File: src/rtl/phi_lut_pipe_pkg.sv
// Shared constants for the phi lookup pipeline: the power-on phi table
// (magnitude step 0.25 in, 2 fractional bits out).
package phi_pkg;

   localparam int PHI_DEFAULT_DEPTH = 32;

   localparam logic [3:0] PHI_DEFAULT [PHI_DEFAULT_DEPTH] = '{
      4'd15, 4'd8, 4'd6, 4'd4, 4'd3, 4'd2, 4'd2, 4'd1,
      4'd1,  4'd1, 4'd1, 4'd1, 4'd0, 4'd0, 4'd0, 4'd0,
      4'd0,  4'd0, 4'd0, 4'd0, 4'd0, 4'd0, 4'd0, 4'd0,
      4'd0,  4'd0, 4'd0, 4'd0, 4'd0, 4'd0, 4'd0, 4'd0
   };

   // Default contents for any table depth; entries past the constant are zero.
   function automatic logic [3:0] phi_default_entry(input int i);
      logic [4:0] idx;
      idx = i[4:0];
      if (i >= 0 && i < PHI_DEFAULT_DEPTH)
         return PHI_DEFAULT[idx];
      return 4'd0;
   endfunction

endpackage

File: src/rtl/phi_lut_pipe_if.sv
// Stream-in / stream-out / table-config bundle for phi_lut_pipe.
// slave is the unit's view, master is the upstream/downstream/config view.
interface phi_lut_pipe_if #(
   parameter int LANES  = 4,
   parameter int X_W    = 7,
   parameter int Y_W    = 4,
   parameter int ADDR_W = 5
);
   logic                   in_valid;
   logic                   in_ready;
   logic [LANES*X_W-1:0]   x_in;
   logic                   out_valid;
   logic                   out_ready;
   logic [LANES*Y_W-1:0]   y_out;
   logic                   cfg_we;
   logic [ADDR_W-1:0]      cfg_addr;
   logic [Y_W-1:0]         cfg_data;

   modport master (
      output in_valid, x_in, out_ready, cfg_we, cfg_addr, cfg_data,
      input  in_ready, out_valid, y_out
   );

   modport slave (
      input  in_valid, x_in, out_ready, cfg_we, cfg_addr, cfg_data,
      output in_ready, out_valid, y_out
   );
endinterface

File: src/rtl/phi_lut_pipe_table.sv
// Reprogrammable phi table: flop array reloaded with the default curve on
// reset, one write port, LANES combinational read ports.
module phi_table
   import phi_pkg::*;
#(
   parameter int LANES  = 4,
   parameter int Y_W    = 4,
   parameter int ADDR_W = 5
) (
   input  logic                    clk,
   input  logic                    rst_n,
   input  logic                    we,
   input  logic [ADDR_W-1:0]       waddr,
   input  logic [Y_W-1:0]          wdata,
   input  logic [LANES*ADDR_W-1:0] raddr,
   output logic [LANES*Y_W-1:0]    rdata
);

   localparam int DEPTH = 1 << ADDR_W;

   logic [Y_W-1:0] mem_reg [DEPTH];

   // Reset has priority, so a write coinciding with reset is dropped.
   always_ff @(posedge clk) begin
      if (!rst_n) begin
         for (int i = 0; i < DEPTH; i++)
            mem_reg[i] <= Y_W'(phi_default_entry(i));
      end else if (we) begin
         mem_reg[waddr] <= wdata;
      end
   end

   generate
      for (genvar gi = 0; gi < LANES; gi++) begin : g_rd
         assign rdata[gi*Y_W +: Y_W] = mem_reg[raddr[gi*ADDR_W +: ADDR_W]];
      end
   endgenerate

endmodule

File: src/rtl/phi_lut_pipe.sv
// Two-stage multi-lane phi lookup (clamp+index, table read) with full
// valid/ready backpressure. Optional clamp counter behind PHI_SAT_CNT_EN.
module phi_lut_pipe
   import phi_pkg::*;
#(
   parameter int LANES  = 4,
   parameter int X_W    = 7,
   parameter int Y_W    = 4,
   parameter int ADDR_W = 5
) (
   input  logic         clk,
   input  logic         rst_n,
   phi_lut_pipe_if.slave bus
`ifdef PHI_SAT_CNT_EN
   ,
   output logic [15:0]  sat_cnt
`endif
);

   localparam int DEPTH = 1 << ADDR_W;

   logic                    s1_valid_reg;
   logic                    s2_valid_reg;
   logic                    s1_adv;
   logic                    s2_adv;
   logic [LANES-1:0]        sat_lane;
   logic [LANES*ADDR_W-1:0] idx_next;
   logic [LANES*ADDR_W-1:0] s1_idx_reg;
   logic [LANES*Y_W-1:0]    rd_data;
   logic [LANES*Y_W-1:0]    s2_data_reg;

   generate
      for (genvar gi = 0; gi < LANES; gi++) begin : g_clamp
         logic [X_W-1:0] x_lane;
         assign x_lane       = bus.x_in[gi*X_W +: X_W];
         assign sat_lane[gi] = (32'(x_lane) >= 32'(DEPTH));
         assign idx_next[gi*ADDR_W +: ADDR_W] =
            sat_lane[gi] ? {ADDR_W{1'b1}} : ADDR_W'(x_lane);
      end
   endgenerate

   // A stage may advance when it is empty or the stage after it is moving.
   assign s2_adv       = !s2_valid_reg || bus.out_ready;
   assign s1_adv       = !s1_valid_reg || s2_adv;
   assign bus.in_ready = s1_adv;

   always_ff @(posedge clk) begin
      if (!rst_n) begin
         s1_valid_reg <= 1'b0;
         s2_valid_reg <= 1'b0;
         s1_idx_reg   <= '0;
         s2_data_reg  <= '0;
      end else begin
         if (s1_adv) begin
            s1_valid_reg <= bus.in_valid;
            if (bus.in_valid)
               s1_idx_reg <= idx_next;
         end
         if (s2_adv) begin
            s2_valid_reg <= s1_valid_reg;
            if (s1_valid_reg)
               s2_data_reg <= rd_data;
         end
      end
   end

   assign bus.out_valid = s2_valid_reg;
   assign bus.y_out     = s2_data_reg;

   phi_table #(
      .LANES  (LANES),
      .Y_W    (Y_W),
      .ADDR_W (ADDR_W)
   ) u_table (
      .clk   (clk),
      .rst_n (rst_n),
      .we    (bus.cfg_we),
      .waddr (bus.cfg_addr),
      .wdata (bus.cfg_data),
      .raddr (s1_idx_reg),
      .rdata (rd_data)
   );

`ifdef PHI_SAT_CNT_EN
   logic        accept;
   logic [15:0] sat_cnt_reg;
   logic [16:0] sat_sum;

   assign accept = bus.in_valid && s1_adv;

   always_comb begin
      sat_sum = {1'b0, sat_cnt_reg};
      for (int i = 0; i < LANES; i++)
         sat_sum = sat_sum + 17'(sat_lane[i]);
   end

   always_ff @(posedge clk) begin
      if (!rst_n)
         sat_cnt_reg <= 16'd0;
      else if (accept)
         sat_cnt_reg <= sat_sum[16] ? 16'hFFFF : sat_sum[15:0];
   end

   assign sat_cnt = sat_cnt_reg;
`endif

endmodule

File: src/flat_wrapper.sv
// flat-port wrapper written by rule: the top's interface ports become plain ports
module phi_lut_pipe_flat import phi_pkg::*;
#(
   parameter int LANES  = 4,
   parameter int X_W    = 7,
   parameter int Y_W    = 4,
   parameter int ADDR_W = 5
)
  (clk, rst_n, bus_in_valid, bus_x_in, bus_out_ready, bus_cfg_we, bus_cfg_addr, bus_cfg_data, bus_in_ready, bus_out_valid, bus_y_out);
  phi_lut_pipe_if #(.LANES(LANES), .X_W(X_W), .Y_W(Y_W), .ADDR_W(ADDR_W)) bus_i ();
  input  logic clk;
  input  logic rst_n;
  input wire logic [$bits(bus_i.in_valid)-1:0] bus_in_valid;
  input wire logic [$bits(bus_i.x_in)-1:0] bus_x_in;
  input wire logic [$bits(bus_i.out_ready)-1:0] bus_out_ready;
  input wire logic [$bits(bus_i.cfg_we)-1:0] bus_cfg_we;
  input wire logic [$bits(bus_i.cfg_addr)-1:0] bus_cfg_addr;
  input wire logic [$bits(bus_i.cfg_data)-1:0] bus_cfg_data;
  output wire logic [$bits(bus_i.in_ready)-1:0] bus_in_ready;
  output wire logic [$bits(bus_i.out_valid)-1:0] bus_out_valid;
  output wire logic [$bits(bus_i.y_out)-1:0] bus_y_out;
  assign bus_i.in_valid = bus_in_valid;
  assign bus_i.x_in = bus_x_in;
  assign bus_i.out_ready = bus_out_ready;
  assign bus_i.cfg_we = bus_cfg_we;
  assign bus_i.cfg_addr = bus_cfg_addr;
  assign bus_i.cfg_data = bus_cfg_data;
  assign bus_in_ready = bus_i.in_ready;
  assign bus_out_valid = bus_i.out_valid;
  assign bus_y_out = bus_i.y_out;
  phi_lut_pipe #(.LANES(LANES), .X_W(X_W), .Y_W(Y_W), .ADDR_W(ADDR_W)) u_core (.clk(clk), .rst_n(rst_n), .bus(bus_i));
endmodule
File: config.mk
export PLATFORM = sky130hd
export DESIGN_NAME = phi_lut_pipe_flat
export DESIGN_NICKNAME = d
export VERILOG_FILES = /design/src/rtl/phi_lut_pipe_pkg.sv /design/src/rtl/phi_lut_pipe_if.sv /design/src/rtl/phi_lut_pipe_table.sv /design/src/rtl/phi_lut_pipe.sv /design/src/flat_wrapper.sv
export SDC_FILE = /design/constraint.sdc
export NUM_CORES = 1
export LEC_CHECK = 0
export ABC_AREA = 0
export BUFFER_PORTS_ARGS = -buffer_cell sky130_fd_sc_hd__buf_2
export CORE_MARGIN = 2
export CORE_UTILIZATION = 55
export CTS_CLUSTER_SIZE = 24
export DETAILED_ROUTE_END_ITERATION = 8
export PLACE_DENSITY = 0.81
export SLEW_MARGIN = 20
export SYNTH_ARGS = -nofsm -noshare
export SYNTH_HDL_FRONTEND = slang
export SYNTH_SLANG_ARGS = --single-unit
export TNS_END_PERCENT = 50
File: constraint.sdc
create_clock -name clk -period 2.6 [get_ports clk]
set_clock_uncertainty 0.2 [all_clocks]
set_input_delay 0.26 -clock clk [delete_from_list [all_inputs] [get_ports clk]]
set_output_delay 0.26 -clock clk [all_outputs]
set_load 0.005 [all_outputs]
==> metrics.md, run 1 <==
| Metric | Value |
|---|---|
| Synth Area in XOR/XNOR | 0 |
| Sw Ratio | 0.304 |
| Ant diodes | 0 |
| Largest area contributor in the synthesized netlist | edfxtp_1 |
| Port bufs | 59 |
| Initial DRC Count | 1207 |
| EDFF count, synth | 128 |
| Status | finished clean |
| Nets | 1142 |
| CTS clk-pin slew, worst paths | 0.06 ns |
| Grt ovf | 0 |
| Asr flop ratio synth | 0 |
| Number of I/O pins | 60 |
| First-pass GRT wire length | 54000 µm |
| Clk pwr share | 0.340 |
| Detailed Place HPWL | 25200 µm |
| # fillers | 1553 |
| Drt first pass iters | 6 |
| Routed Antenna Nets | 0 |
| Pwr dens | 577 nW/µm² |
| DR WL/cell | 26.3 µm |
| DRC | 0 |
| Synth cell types | 30 |
| Leakage power | 4.45 nW |
| Sequential share of power | 0.462 |
| Core area | 19600 µm² |
| Post-synthesis sequential element count | 166 |
| Htree depth | 4 |
| Synth Area in Compound Gates | 0.146 |
| Min Clock Period, post-route | 2.46 ns |
| Post-Synth Adder-Cell Area | 0 |
| Area of placed instances | 11500 µm² |
| CP Launch Type | flop |
| Clk sinks | 166 |
| Synthesized cell area | 11000 µm² |
| Initial Util | 0.563 |
| Largest net degree at the start of global routing | 71 |
| Simple-gate share of the synthesized area | 0.154 |
| Util after Layout | 0.623 |
| Setup Crit Path Kind | flop to flop |
| Largest family of logic cells by synthesized area | multiplexers |
| Vias in the first global route | 8761 |
| DR vias/cell | 6.86 |
| Reg2reg start | u_core.s1_idx_reg[7] |
| CP Max Fanout | 9 |
| Chip height | 146 µm |
| P&R area growth vs syn | 10.6% |
| Routability cong. | 1.13 |
| Final setup fails | 0 |
| Seq/Total Area, Yosys | 0.417 |
| RSZ-0062 raised after global routing | no |
| GRT Util Overall | 0.336 |
| Max clock buf depth | 2 |
| Worst hold path class | input port to flop |
| CTS Root Cell | clkbuf_16 |
| Fraction of layout cells with a size suffix above 1 | 0.115 |
| Standard-cell row count | 51 |
| Max reg flops | 128 |
| Post-Syn Nets | 1106 |
| Worst setup EP type | flop |
| Main area contributors after synthesis | edfxtp_1 35%, mux2i_1 23%, a22oi_1 8.7% |
| DIE AREA | 21200 µm² |
| Ys flop type | edfxtp_1 |
| Max-cap violation count | 0 |
| CTS Buf Count | 17 |
| Via count | 9443 |
| CP arrival | 2.56 ns |
| Reg-to-reg slack, setup | 0.14 ns |
| Most numerous cell in the Yosys netlist | mux2i_1 |
| Required @ worst endpoint | 2.71 ns |
| Worst r2r path cells | 6 |
| Int Power | 4.90 mW |
| Die width | 146 µm |
| Syn_area_per_cell | 10.4 µm² |
| Yosys warns | 0 |
| Comb pwr share | 0.198 |
| Routed wire length | 36100 µm |
| Max-slew violation count | 0 |
| Setup Buffers After CTS | 0 |
| Period utilization | 0.944 |
| Post-synthesis mux area share | 0.232 |
| Total negative slack | 0 ns |
| Post-synth top area share | 0.348 |
| Worst-skew pair later-pin latency | 0.44 ns |
| Worst Setup EP | u_core.bus.y_out[7] |
| Hold Path Depth | 3 |
| Worst rel slew slack | 0.362 |
| Net switching power | 2.14 mW |
| Initial antenna violation count | 0 |
| Worst setup startpoint | u_core.s1_idx_reg[7] |
| Max frequency | 0.407 GHz |
| CTS tree | built |
| Cells after Synth | 1064 |
| Commonest cells post-synth | 256 x mux2i_1, 128 x a22oi_1, 128 x edfxtp_1, 104 x and2_1, 81 x a21oi_1 |
| Maximum VDD drop | 0.000438 V |
| Fin area | 12200 µm² |
| Final hold vios | 0 |
| Reg-to-Reg End | u_core.bus.y_out[7] |
| Worst slew pin tran | 0.955 ns |
## how the worst min path moves through the flow
stage	start	end	slack [ns]
after floorplan	bus_in_valid	u_core.s1_valid_reg	0.20
after global placement	u_core.s1_valid_reg	u_core.bus.out_valid	0.29
after detailed placement	u_core.s1_valid_reg	u_core.bus.out_valid	0.30
after CTS	bus_x_in[26]	u_core.s1_idx_reg[19]	0.003
after global routing	bus_x_in[6]	u_core.s1_idx_reg[3]	0.03
final	bus_x_in[19]	u_core.s1_idx_reg[13]	0.009
## cells by family after synthesis
| family | count (synthesis) |
|---|---|
| AO/OA/AOI/OAI | 258 |
| buffers and inverters | 95 |
| flip-flops | 166 |
| multiplexers | 256 |
| AND/OR/NAND/NOR | 289 |
## worst max-delay path: stages, from the launching register on
cell     delay, ns
dfxtp_1       0.38
nor2b_1       0.78
buf_4         0.31
a22oi_1       0.11
a21oi_1       0.33
or4_1         0.17
a21oi_1       0.06
## what timing repair did
action / 4_1_cts / 5_1_grt
resized for setup: 0 / 1
endpoints found under the setup margin: 0 / 1
hold endpoints to repair: 19 / 0
hold buffers: 21 / 0
## layout by cell type, fill, tap and decap left out, types with 7 or more instances in the layout
| cell | netlist | layout |
|---|---|---|
| or4_1 | 16 | 16 |
| nor3b_1 | 21 | 21 |
| buf_4 | 8 | 25 |
| buf_12 | 0 | 7 |
| mux2i_1 | 256 | 256 |
| nand2b_1 | 8 | 8 |
| nor2b_1 | 11 | 10 |
| and2_1 | 104 | 104 |
| dlygate4sd3_1 | 0 | 21 |
| nor2_1 | 53 | 53 |
| a21oi_1 | 81 | 81 |
| clkbuf_16 | 0 | 17 |
| a22oi_1 | 128 | 128 |
| dfxtp_1 | 38 | 34 |
| and3_1 | 13 | 13 |
| buf_2 | 22 | 59 |
| o21ai_0 | 48 | 48 |
| edfxtp_1 | 128 | 128 |
| nor4_1 | 20 | 20 |
| or3_1 | 19 | 19 |
| nand2_1 | 9 | 9 |
## metrics by stage
stage                     setup WS [ns]  total power [mW]  cells  hold WS (ns)
after floorplan                   0.509              4.14   1064         0.199
after global placement            0.330              4.59   1325         0.291
after detailed placement          0.307              4.60   1325         0.297
after CTS                         0.240              6.97   1377       0.00348
after global routing            0.00101              7.21   1377        0.0317
final                             0.144              7.04   1377       0.00881
## area by class of cell
type,instances,area [µm²],share of cell area
Timing Repair Buffer,112,833,0.0683
Clock inverter,12,105,0.00861
Tap cell,265,332,0.0272
Clock buffer,19,433,0.0355
Multi-Input combinational cell,803,5880,0.482
Sequential cell,166,4620,0.379
## power groups by stage
stage                     registers, mW  clock network (mW)  logic, mW
final                              3.25                2.40       1.40
after floorplan                    3.18                   0      0.962
after CTS                          3.23                2.39       1.35
after global placement             3.28                   0       1.31
after global routing               3.26                2.49       1.47
after detailed placement           3.29                   0       1.31
## layer usage
metal,wire length [µm],track usage,up-vias,part of all wire
li1,-,-,4125,-
met1,14800,0.469,4515,0.41
met2,15500,0.492,675,0.43
met3,4320,0.0959,128,0.12
met4,1490,0.140,0,0.041
met5,0,0,-,0
Note: power is estimated with default switching activity, not from simulation.
==> run 2, diff against run 1 <==
--- a/config.mk
+++ b/config.mk
@@ -15,5 +15,6 @@
 export SLEW_MARGIN = 20
 export SYNTH_ARGS = -nofsm -noshare
 export SYNTH_HDL_FRONTEND = slang
+export SYNTH_HIERARCHICAL = 1
 export SYNTH_SLANG_ARGS = --single-unit
 export TNS_END_PERCENT = 50
==> constraint.sdc (replaced) <==
create_clock -name clk -period 2.5 [get_ports clk]
set_clock_uncertainty 0.2 [all_clocks]
set_input_delay 0.25 -clock clk [delete_from_list [all_inputs] [get_ports clk]]
set_output_delay 0.25 -clock clk [all_outputs]
set_load 0.005 [all_outputs]
==> run 2 against run 1 <==
Largest cell class unchanged. Register-to-register slack worse by 0.16 ns. First-iteration DRC count up 33%. Critical path depth stayed put. Highest routed layer unchanged. Clock-buffer cell count is 2 lower. Combinational power grew 14%. The run now ends with negative setup slack left. Wire length is 9.3% lower. Global-route usage is 1.4 points lower. Die area decreased by 3.8%. Sequential cell count stayed put. Area after synthesis is 3.9% lower. Setup slack got worse by 0.16 ns. Core utilization grew 3.1 points.
==> metrics.md, run 2 <==
| Metric | Value |
|---|---|
| Status | finished, violations left |
| Failing checks | negative setup slack |
| Worst r2r path cells | 6 |
| Syn_area_per_cell | 14.2 µm² |
| Multi-input logic area | 5510 µm² |
| Number of I/O pins | 60 |
| CP Max Fanout | 8 |
| Max-slew violation count | 0 |
| Most used cell, CP | mux4_2 |
| DRC | 0 |
| Period utilization | 1.00 |
| Setup Crit Path Kind | flop to flop |
| Asr flop ratio synth | 0 |
| Commonest non-fill, non-tap cell in the layout | mux4_2 |
| Max clock buf depth | 2 |
| DR vias/cell | 7.67 |
| Core area | 18800 µm² |
| Pwr dens | 625 nW/µm² |
| Drt first pass iters | 6 |
| Maximum VDD drop | 0.000429 V |
| CTS clk-pin slew, worst paths | 0.07 ns |
| GRT Util Overall | 0.323 |
| Die width | 143 µm |
| Largest net degree at the start of global routing | 41 |
| Post-synthesis sequential element count | 166 |
| Cells after Synth | 744 |
| Fin cells | 1075 |
| Chip height | 143 µm |
| Clk sinks | 166 |
| Yosys warns | 6 |
| Ys flop type | edfxtp_1 |
| Routability cong. | 0.981 |
| Initial Util | 0.563 |
| Port bufs | 59 |
| Most frequent cells in the layout | 160 x mux4_2, 128 x edfxtp_1, 118 x nor3_1 |
| Max reg flops | 128 |
| Worst rel slew slack | 0.446 |
| Placed cells | 1018 |
| DR WL/cell | 30.5 µm |
| Final setup fails | 2 |
| Worst setup EP type | flop |
| Main area contributors after synthesis | edfxtp_1 36%, mux4_2 34%, dfxtp_1 7.2% |
| Post-Syn Nets | 786 |
| Max frequency | 0.398 GHz |
| Initial DRC Count | 1601 |
| Worst slew pin tran | 0.831 ns |
| Fraction of layout cells with a size suffix above 1 | 0.413 |
| Initial antenna violation count | 0 |
| CTS Root Cell | clkbuf_16 |
| Routed wire length | 32800 µm |
| Total negative slack | -0.0214 ns |
| Register area | 4620 µm² |
| CTS Buf Count | 17 |
| Slowest stage delay, CP | 0.55 ns |
| P&R area growth vs syn | 16.1% |
| Routed Antenna Nets | 0 |
| Ant diodes | 0 |
| Util after Layout | 0.653 |
| Area of placed instances | 11300 µm² |
| Detailed Place HPWL | 22100 µm |
| Max-cap violation count | 0 |
| Required @ worst endpoint | 2.62 ns |
| Synthesized cell area | 10600 µm² |
| Htree depth | 4 |
| Commonest cells post-synth | 160 x mux4_2, 128 x edfxtp_1, 118 x nor3_1, 54 x clkbuf_1 |
| Worst hold path class | input port to flop |
| Worst-skew pair later-pin latency | 0.44 ns |
| Fin area | 12300 µm² |
| Min Clock Period, post-route | 2.51 ns |
| Nets | 844 |
| Seq/Total Area, Yosys | 0.434 |
| Via count | 8246 |
| Final hold vios | 0 |
| CP arrival | 2.63 ns |
| First-pass GRT wire length | 47700 µm |
| CTS tree | built |
| Standard-cell row count | 50 |
| DIE AREA | 20400 µm² |
| Grt ovf | 0 |
| CP cell instances | clkbuf_16 -> mux4_2 -> mux4_2 -> mux2_4 -> nand3_2 -> a21boi_1 |
| CP Launch Type | flop |
| # fillers | 1228 |
| Largest area contributor in the synthesized netlist | edfxtp_1 |
| EDFF count, synth | 128 |
| Slowest stage cell, crit path | mux4_2 |
| Leakage power | 4.06 nW |
| Hold Path Depth | 4 |
| Worst Setup Slack, final | -0.0112 ns |
| Most numerous cell in the Yosys netlist | mux4_2 |
| Post-synth top area share | 0.363 |
| Synth cell types | 36 |
| Vias in the first global route | 7843 |
## run 2: changes by cell type after synthesis, moves of 43 or more
| cell | delta |
|---|---|
| mux2i_1 | -256 |
| nor3_1 | +116 |
| nor2_1 | -43 |
| a21oi_1 | -80 |
| a22oi_1 | -128 |
| nand3_1 | +44 |
| mux4_2 | +160 |
| and2_1 | -95 |
## run 2: logic make-up after synthesis
kind of cell           after synthesis  synth area share
and+or+nand+nor                    213             0.106
buffers and inverters              104            0.0484
AOI/OAI and AO/OA                   85            0.0538
DFF                                166             0.434
muxes                              176             0.357
## run 2: worst paths after layout
check / start / end / slack [ns]
worst max-delay path: u_core/s1_idx_reg[16] / u_core/bus.y_out[12] / -0.01
worst min-delay path: bus_x_in[22] / u_core/s1_idx_reg[16] / 0.009
worst max register to register: u_core/s1_idx_reg[16] / u_core/bus.y_out[12] / -0.01
worst min register to register: u_core/bus.y_out[12] / u_core/bus.y_out[12] / 0.29
## run 2: report_power, final
group | internal [mW] | leakage (nW) | switching, mW
logic | 0.880 | 2.22 | 0.724
clock network | 1.57 | 0.288 | 1.13
registers | 3.14 | 1.54 | 0.248
total | 5.59 | 4.06 | 2.10
## run 2: critical path, delay by kind of cell (launching register included)
kind	cells	cell delay (ns)
DFF	1	0.47
AOI/OAI and AO/OA	1	0.07
buffers and inverters	1	0.22
and+or+nand+nor	1	0.08
muxes	3	1.36
## run 2: per-stage QoR
step	setup WS [ns]	total power [mW]	hold slack, ns
2_1_floorplan	0.176	4.36	0.210
3_3_place_gp	0.0692	4.79	0.265
3_5_place_dp	0.00662	4.86	0.279
4_1_cts	0.0133	7.56	0.00294
5_1_grt	-0.0217	7.87	0.0326
6_report	-0.0112	7.70	0.00914
## run 2: repair_timing
action / CTS / global route
setup endpoints to repair: 0 / 12
endpoints found under the hold margin: 18 / 0
buffers inserted: 0 / 1
hold buffers: 18 / 0
resized for setup: 0 / 24
## run 2: area by class of cell
| cell class | instances | share of cell area |
|---|---|---|
| sequential | 166 | 0.375 |
| tap | 260 | 0.0264 |
| clock buffer | 17 | 0.0346 |
| multi-input combinational | 474 | 0.448 |
| clock inverter | 15 | 0.0143 |
| inverter | 6 | 0.00183 |
| timing repair buffer | 137 | 0.0993 |
## run 2: routing by layer
metal,up-vias,track usage,wire length (µm)
met5,-,0,0
met4,0,0.144,1880
met3,172,0.0946,5070
met2,875,0.494,15000
met1,3987,0.434,10900
li1,3212,-,-
==> run 3, diff against run 2 <==
--- a/config.mk
+++ b/config.mk
@@ -7,8 +7,10 @@
 export LEC_CHECK = 0
 export ABC_AREA = 0
 export BUFFER_PORTS_ARGS = -buffer_cell sky130_fd_sc_hd__buf_2
+export CORE_ASPECT_RATIO = 0.9
 export CORE_MARGIN = 2
 export CORE_UTILIZATION = 55
+export CTS_BUF_LIST = sky130_fd_sc_hd__clkbuf_16
 export CTS_CLUSTER_SIZE = 24
 export DETAILED_ROUTE_END_ITERATION = 8
 export PLACE_DENSITY = 0.81
==> run 3 against run 2 <==
The run now ends clean. Non-clock buffer count is the same. Final area shrank 1.1%. Global-route usage shrank 0.20 points. Setup slack gained 0.039 ns. Via count shrank 2.9%. Wire length shrank 3.7%. Worst hold slack gained 0.010 ns. Largest cell class unchanged.
==> metrics.md, run 3 (synthesized netlist as in run 2, its figures left out) <==
| Metric | Value |
|---|---|
| Worst-skew pair later-pin latency | 0.45 ns |
| DR WL/cell | 29.7 µm |
| Via count | 8006 |
| Total power draw | 7.58 mW |
| Routability cong. | 1.03 |
| Pwr dens | 623 nW/µm² |
| Slowest stage delay, CP | 0.55 ns |
| DRC | 0 |
| Worst slew pin tran | 0.836 ns |
| Sw Ratio | 0.276 |
| Vias in the first global route | 7848 |
| Nets | 844 |
| Standard-cell row count | 48 |
| DR vias/cell | 7.52 |
| Most frequent cells in the layout | 160 x mux4_2, 128 x edfxtp_1, 118 x nor3_1 |
| CTS tree | built |
| Initial antenna violation count | 0 |
| CP arrival | 2.59 ns |
| CP cell instances | buf_12 -> mux4_2 -> mux4_2 -> mux2_2 -> nand3_1 -> a21boi_0 |
| Worst hold path class | input port to flop |
| GRT Util Overall | 0.321 |
| Final hold vios | 0 |
| Clk sinks | 166 |
| Htree depth | 4 |
| Setup Crit Path Kind | flop to flop |
| Routed Antenna Nets | 0 |
| CTS clk-pin slew, worst paths | 0.07 ns |
| Initial DRC Count | 1393 |
| Net switching power | 2.09 mW |
| Max-slew violation count | 0 |
| Period utilization | 0.989 |
| Drt first pass iters | 6 |
| Number of I/O pins | 60 |
| Port bufs | 59 |
| DIE AREA | 20400 µm² |
| Clk pwr share | 0.354 |
| Critical path buffers and inverters | 1 |
| Core area | 19000 µm² |
| Setup Buffers After CTS | 0 |
| CP Max Fanout | 12 |
| RSZ-0062 raised after global routing | yes |
| Total negative slack | 0 ns |
| Sequential share of power | 0.447 |
| Status | finished clean |
| Grt ovf | 0 |
| Fin cells | 1065 |
| CTS Root Cell | clkbuf_16 |
| Leakage power | 4.00 nW |
| First-pass GRT wire length | 46900 µm |
| Maximum VDD drop | 0.000469 V |
| Area of placed instances | 11300 µm² |
| Fraction of layout cells with a size suffix above 1 | 0.412 |
| Min Clock Period, post-route | 2.47 ns |
| Most used cell, CP | mux4_2 |
| P&R area growth vs syn | 14.8% |
| Commonest non-fill, non-tap cell in the layout | mux4_2 |
| Final setup fails | 0 |
| Placed cells | 1015 |
| Ant diodes | 0 |
| Required @ worst endpoint | 2.62 ns |
| Die width | 150 µm |
| Max clock buf depth | 2 |
| CP Launch Type | flop |
| Detailed Place HPWL | 22000 µm |
| Initial Util | 0.557 |
| Worst setup EP type | flop |
| Slowest stage cell, crit path | mux4_2 |
| Int Power | 5.48 mW |
| Fin area | 12200 µm² |
| Largest net degree at the start of global routing | 59 |
| CTS Buf Count | 17 |
| Max-cap violation count | 0 |
| Worst rel slew slack | 0.437 |
| Worst path top cell family by delay | multiplexers |
| Comb pwr share | 0.200 |
| Chip height | 136 µm |
| Max frequency | 0.404 GHz |
| Routed wire length | 31600 µm |
| Max reg flops | 128 |
## run 3: cell count changes in the layout (fill, tap and decap cells not counted), moves of 4 or more
cell	delta
nand3_2	-4
clkbuf_16	-4
buf_4	+7
a21boi_0	+6
nand3_1	+4
a21boi_1	-6
## run 3: path summary, 6_finish.rpt
path	start	end	slack [ns]	cells after the start
setup / recovery	u_core/s1_idx_reg[16]	u_core/bus.y_out[12]	0.03	6
hold / removal	bus_x_in[15]	u_core/s1_idx_reg[11]	0.02	4
setup reg to reg	u_core/s1_idx_reg[16]	u_core/bus.y_out[12]	0.03	6
hold reg to reg	u_core/bus.y_out[2]	u_core/bus.y_out[2]	0.28	2
## run 3: routing by layer
layer  wire (µm)  vias up  share of wire  GRT usage
met5           0        -              0          0
met4        1040        0          0.033      0.108
met3        5330      130           0.17      0.135
met2       14200      715           0.45      0.480
met1       11000     3952           0.35      0.427
li1            -     3209              -          -
## run 3: repair_timing
item | 4_1_cts | 5_1_grt
resized for setup | 0 | 4
endpoints found under the setup margin | 0 | 5
endpoints found under the hold margin | 16 | 0
hold buffers | 16 | 0
## run 3: area by class of cell
class                      instances  area (µm²)
inverter                           6        22.5
fill                            1310        6870
sequential                       166        4610
clock inverter                    15         168
clock buffer                      17         425
tap                              250         313
timing repair buffer             137        1130
multi-input combinational        474        5490
## run 3: worst reg2reg max path, cell delays in order, from the launching register on
cell	delay (ns)
dfxtp_4	0.39
buf_12	0.17
mux4_2	0.53
mux4_2	0.55
mux2_2	0.32
nand3_1	0.09
a21boi_0	0.10
## run 3: power by group through the flow
stage               registers [mW]  clock network, mW  logic, mW
floorplan                     3.29                  0       1.07
global placement              3.40                  0       1.41
detailed placement            3.42                  0       1.44
CTS                           3.36               2.69       1.47
global route                  3.39               2.79       1.58
finish                        3.39               2.68       1.51
## run 3: stage by stage
stage | util | hold slack [ns] | setup WS, ns
floorplan | - | 0.210 | 0.176
global placement | 0.596 | 0.263 | 0.0682
detailed placement | 0.596 | 0.274 | 0.0261
CTS | 0.636 | 0.00654 | 0.0102
global route | 0.639 | 0.0387 | 0.0000220
finish | 0.639 | 0.0192 | 0.0273
